### src/rtl/elastic_operand_join.sv
// -----------------------------------------------------------------------------
// elastic_operand_join
//
// PE input stage that sits directly after the neighbour PEs' elastic forks.
// It picks operand A (and optionally operand B) from one of the
// NEIGHBOR_PE_NUM incoming elastic links and holds each operand in a 2-entry
// elastic buffer. It then presents the pair to the ALU as one joined
// valid/stop token.
//
// stop_input depends only on the registered buffer occupancy and the static
// configuration. This cuts the combinational stop chain back into the
// upstream forks.
//
// Ports
//   clk            clock, all state updates on the rising edge
//   reset_n        synchronous active-low reset
//   input_data     per-link operand data from the neighbour forks
//   valid_input    per-link valid
//   stop_input     per-link back-pressure to the neighbour forks
//   select_a/b     source link for operand A / B (static while tokens in flight)
//   use_b          1 = two-operand op, 0 = operand B ignored
//   flush          synchronous clear of both buffers (context switch)
//   output_data_a  head of the A buffer
//   output_data_b  head of the B buffer (don't-care when use_b = 0)
//   valid_output   joined token available
//   stop_output    downstream back-pressure
// -----------------------------------------------------------------------------
module elastic_operand_join #(
    parameter int DATA_WIDTH      = 32,
    parameter int NEIGHBOR_PE_NUM = 4,
    parameter int SEL_WIDTH       = $clog2(NEIGHBOR_PE_NUM)
) (
    input  logic                       clk,
    input  logic                       reset_n,
    input  logic [DATA_WIDTH-1:0]      input_data [NEIGHBOR_PE_NUM],
    input  logic [NEIGHBOR_PE_NUM-1:0] valid_input,
    output logic [NEIGHBOR_PE_NUM-1:0] stop_input,
    input  logic [SEL_WIDTH-1:0]       select_a,
    input  logic [SEL_WIDTH-1:0]       select_b,
    input  logic                       use_b,
    input  logic                       flush,
    output logic [DATA_WIDTH-1:0]      output_data_a,
    output logic [DATA_WIDTH-1:0]      output_data_b,
    output logic                       valid_output,
    input  logic                       stop_output
);

    // A buffer state
    logic [DATA_WIDTH-1:0] mem_a [2];
    logic                  wr_ptr_a;
    logic                  rd_ptr_a;
    logic [1:0]            count_a;

    // B buffer state
    logic [DATA_WIDTH-1:0] mem_b [2];
    logic                  wr_ptr_b;
    logic                  rd_ptr_b;
    logic [1:0]            count_b;

    // Configuration seen at the previous edge, used only by the assertion
    logic [SEL_WIDTH-1:0]  select_a_p1;
    logic [SEL_WIDTH-1:0]  select_b_p1;
    logic                  use_b_p1;

    logic full_a;
    logic full_b;
    logic empty_a;
    logic empty_b;
    logic push_a;
    logic push_b;
    logic pop;
    logic pop_a;
    logic pop_b;
    logic [DATA_WIDTH-1:0] data_in_a;
    logic [DATA_WIDTH-1:0] data_in_b;

    assign full_a  = (count_a == 2'd2);
    assign full_b  = (count_b == 2'd2);
    assign empty_a = (count_a == 2'd0);
    assign empty_b = (count_b == 2'd0);

    // A link that feeds neither operand is held off permanently.
    // A link that feeds both operands is stopped when either buffer is full,
    // so the one transfer always lands in both buffers together.
    for (genvar i = 0; i < NEIGHBOR_PE_NUM; i++) begin : g_stop
        logic hit_a;
        logic hit_b;
        assign hit_a = (select_a == SEL_WIDTH'(i));
        assign hit_b = use_b && (select_b == SEL_WIDTH'(i));
        assign stop_input[i] = !(hit_a || hit_b)
                             || (hit_a && full_a)
                             || (hit_b && full_b);
    end

    assign data_in_a = input_data[select_a];
    assign data_in_b = input_data[select_b];

    assign push_a = valid_input[select_a] && !stop_input[select_a];
    assign push_b = use_b && valid_input[select_b] && !stop_input[select_b];

    assign valid_output = !empty_a && (!use_b || !empty_b);
    assign pop          = valid_output && !stop_output;
    assign pop_a        = pop;
    assign pop_b        = pop && use_b;

    assign output_data_a = mem_a[rd_ptr_a];
    assign output_data_b = mem_b[rd_ptr_b];

    // A buffer. A full buffer does not accept a push even while it pops,
    // so the count stays within 0..2 without a bypass path.
    always_ff @(posedge clk) begin
        if (!reset_n || flush) begin
            wr_ptr_a <= 1'b0;
            rd_ptr_a <= 1'b0;
            count_a  <= 2'd0;
            mem_a[0] <= '0;
            mem_a[1] <= '0;
        end else begin
            if (push_a) begin
                mem_a[wr_ptr_a] <= data_in_a;
                wr_ptr_a        <= ~wr_ptr_a;
            end
            if (pop_a) begin
                rd_ptr_a <= ~rd_ptr_a;
            end
            count_a <= count_a + {1'b0, push_a} - {1'b0, pop_a};
        end
    end

    // B buffer
    always_ff @(posedge clk) begin
        if (!reset_n || flush) begin
            wr_ptr_b <= 1'b0;
            rd_ptr_b <= 1'b0;
            count_b  <= 2'd0;
            mem_b[0] <= '0;
            mem_b[1] <= '0;
        end else begin
            if (push_b) begin
                mem_b[wr_ptr_b] <= data_in_b;
                wr_ptr_b        <= ~wr_ptr_b;
            end
            if (pop_b) begin
                rd_ptr_b <= ~rd_ptr_b;
            end
            count_b <= count_b + {1'b0, push_b} - {1'b0, pop_b};
        end
    end

    // The configuration may only move while both buffers are empty or
    // together with a flush. Otherwise buffered operands would be joined
    // under the wrong routing.
    always_ff @(posedge clk) begin
        select_a_p1 <= select_a;
        select_b_p1 <= select_b;
        use_b_p1    <= use_b;
        if (reset_n && !flush && (!empty_a || !empty_b)) begin
            assert (select_a == select_a_p1 && select_b == select_b_p1
                    && use_b == use_b_p1);
        end
    end

endmodule

### config.mk
export PLATFORM = sky130hd
export DESIGN_NAME = elastic_operand_join
export DESIGN_NICKNAME = d
export VERILOG_FILES = /design/src/rtl/elastic_operand_join.sv
export SDC_FILE = /design/constraint.sdc
export NUM_CORES = 1
export LEC_CHECK = 0
export CORE_ASPECT_RATIO = 0.7
export CORE_MARGIN = 1.5
export CORE_UTILIZATION = 40
export CTS_BUF_LIST = sky130_fd_sc_hd__clkbuf_16
export DETAILED_ROUTE_END_ITERATION = 12
export PLACE_DENSITY = 0.7
export SLEW_MARGIN = 20
export SYNTH_ARGS = -nofsm -noshare
export SYNTH_HDL_FRONTEND = slang
export SYNTH_SLANG_ARGS = --single-unit
### constraint.sdc
create_clock -name clk -period 4.64 [get_ports clk]
set_input_delay 0.928 -clock clk [delete_from_list [all_inputs] [get_ports clk]]
set_output_delay 0.928 -clock clk [all_outputs]
set_load 0.02 [all_outputs]
==> results.yml <==
global_route:
  grt_usage: 0.216
  antenna_found_initial: 3
  grt_pass1_vias: 5770
  grt_max_degree: 66
  grt_pass1_wl_mm: 33.9
  grt-ovfl-total: 0
route:
  vias: 5637
  vias_per_cell: 5.55
  wl_mm: 22.2
  dr.pass1.iters: 5
  drc_errors: 0
  drt_iter0_drc: 483
  ant_nets: 0
  avgRoutedWirePerCell_um: 21.8
power_and_ir_drop:
  pwr_density_cell_nw_per_um2: 309
  vdd_drop_max_mv: 0.254
  power.leakage_uw: 0.00424
cts:
  cts_resized: 0
  worst_setup_hold_path_clk_slew_ns: 0.05
  cts-root-buf: "clkbuf_16"
  htreeDepth: 4
  cts_buffers: 17
  cts_hold_buf: 0
  cts_setup_buffers: 0
  cts_tree: "yes"
  clock_latency_ns: 0.41
  cts_num_sinks: 138
  max-clock-path-buffers: 2
synth:
  synthCells: 537
  yosysSeqAreaShare: 0.502
  synth-edff-count: 128
  synth_flop_cell: "edfxtp_1"
  ys_ff_latch: 138
  synth_area_um2: 8060
  yosysTopAreaCellShare: 0.477
  synth_top_area_cell: "edfxtp_1"
  synth_area_leaders: "edfxtp_1 (48%), mux4_2 (18%), mux2_2 (9.5%)"
  synth_warnings: 0
  synth_fp_nets: 682
  synth_area_per_cell_um2: 15.0
  async_flop_share: 0
  yosys.cell_types.count: 48
cells_and_area:
  n_fill_cell: 1642
  syn_to_final_growth_pct: 35.4
  drive_gt1_frac: 0.289
  final_cell_mix: "clkdlybuf4s50_1 (205), edfxtp_1 (128), and3_1 (69), mux2_2 (68), mux4_2 (64)"
  fin_cells: 1016
  layout_commonest_cell: "clkdlybuf4s50_1"
  finalNetCount: 876
worst_hold_path:
  whs_path_depth: 2
  worstHoldStart: "rd_ptr_a$_SDFFE_PP0P_"
  hp-class: "reg -> reg"
critical_path:
  worst-setup-path-type: "in -> out"
  critPathTopFamily: "buffers and inverters"
  r2r-start: "count_b[0]$_SDFF_PP0_"
  crit_required_ns: 3.71
  crit_path_end_kind: "output port"
  cp_slowest_cell: "buf_2"
  reg2reg_depth: 7
  cp_cell_sequence: "buf_2 -> nand2_1 -> a311oi_1 -> nor2_1 -> clkdlybuf4s50_1"
  critPathMaxFanout: 42
  critPathBufInv: 2
  critical_path_arrival_ns: 2.94
  crit_path_max_incr_delay_ns: 0.75
  cp-start-kind: "primary input"
  r2r_setup_slack_ns: 1.92
  worstReg2RegEnd: "mem_a[0][6]$_SDFFCE_PN0P_"
timing:
  rsz0062_at_grt: "false"
  worst_clock_skew_ns: 0.00842
  setup_viol: 0
  period_needed_ns: 3.87
  worstMarginPinSlew_ns: 1.01
  period_share: 0.834
  slew_headroom: 0.328
  tns_ns: 0
  finalHoldViolCount: 0
  report.final.slew_viol_count: 0
  fmax_mhz: 258
floorplan:
  fp.dieW_um: 173
  rows: 43
  io_pins: 210
  die-area_um2: 21000
  start_util: 0.407
  dieHeight_um: 122
  core_area_um2: 19800
placed_design:
  place_inst: 982
  io_buffers: 209
  place_congestion: 0.948
  hpwl_mm: 16.5
run_status:
  status: "complete, no violations"
job:
  max_cap_violations: 0
## Yosys cell counts, types with 5 or more instances
library cell and n:
nor2b_4 21, nor2b_1 29, nor2_1 21, edfxtp_1 128, xnor2_1 5, inv_1 11, clkbuf_1 21, mux2_2 68
nor2b_2 7, buf_1 7, dfxtp_1 10, mux4_2 64, buf_2 8, and3_1 69, nand2_1 6
## final cells by class
class / count / area (um2) / area share
clock inverter: 15 / 129 / 0.0118
tap: 270 / 338 / 0.0309
sequential: 138 / 4040 / 0.370
inverter: 11 / 41.3 / 0.00378
clock buffer: 17 / 425 / 0.0390
multi-input combinational: 342 / 3760 / 0.344
antenna: 2 / 5.00 / 0.000458
timing repair buffer: 221 / 2170 / 0.199
## metal layers
layer,global-route usage,share of wire
met1,0.300,0.43
met2,0.341,0.48
met3,0.0512,0.073
met4,0.0641,0.016
met5,0,0
## worst reg2reg max path, cell delays in order, from the launching register on
cell,delay (ns)
dfxtp_1,0.41
nand3b_1,0.29
nor4_1,0.10
o311a_1,0.35
nor2_1,0.35
inv_1,0.15
o21ai_4,0.52
buf_12,0.24
## logic make-up after synthesis
kind of cell / share of synthesized area
fa+ha+maj: 0.00621
xor+xnor: 0.00760
mux: 0.276
buf+inv: 0.0363
simple gates: 0.149
compound gates: 0.0228
flops: 0.502
## per-stage QoR
stage               power (uW)  hold slack [ns]  utilization  worst slack, ns  area [um2]
floorplan                 1820            0.481            -           0.0719        8060
global placement          2130            0.492        0.523            0.866       10300
detailed placement        2150            0.517        0.523            0.808       10300
CTS                       3400            0.530        0.551            0.787       10900
global route              3490            0.564        0.551            0.607       10900
finish                    3370            0.528        0.551            0.769       10900
## registers in the layout (all words and copies together), names as in the netlist, named ones only
signal,flops
rd_ptr_a,1
rd_ptr_b,1
wr_ptr_a,1
count_a,2
wr_ptr_b,1
count_b,2
mem_b,64
mem_a,64
## where the power goes
group	switching (uW)	internal, uW
registers	20.7	1430
logic	314	357
clock network	515	735
total	850	2520
## worst max-delay path by stage
stage,from,endpoint,slack (ns),cells past startpoint
4_1_cts,select_a[1],stop_input[3],0.79,5
2_1_floorplan,use_b,mem_a[0][0]$_SDFFCE_PN0P_,0.07,6
3_5_place_dp,select_a[1],stop_input[3],0.81,5
6_report,select_a[1],stop_input[3],0.77,5
5_1_grt,select_a[1],stop_input[3],0.61,6
3_3_place_gp,select_a[1],stop_input[3],0.87,5
No activity file was read; power rests on OpenSTA's default activity.
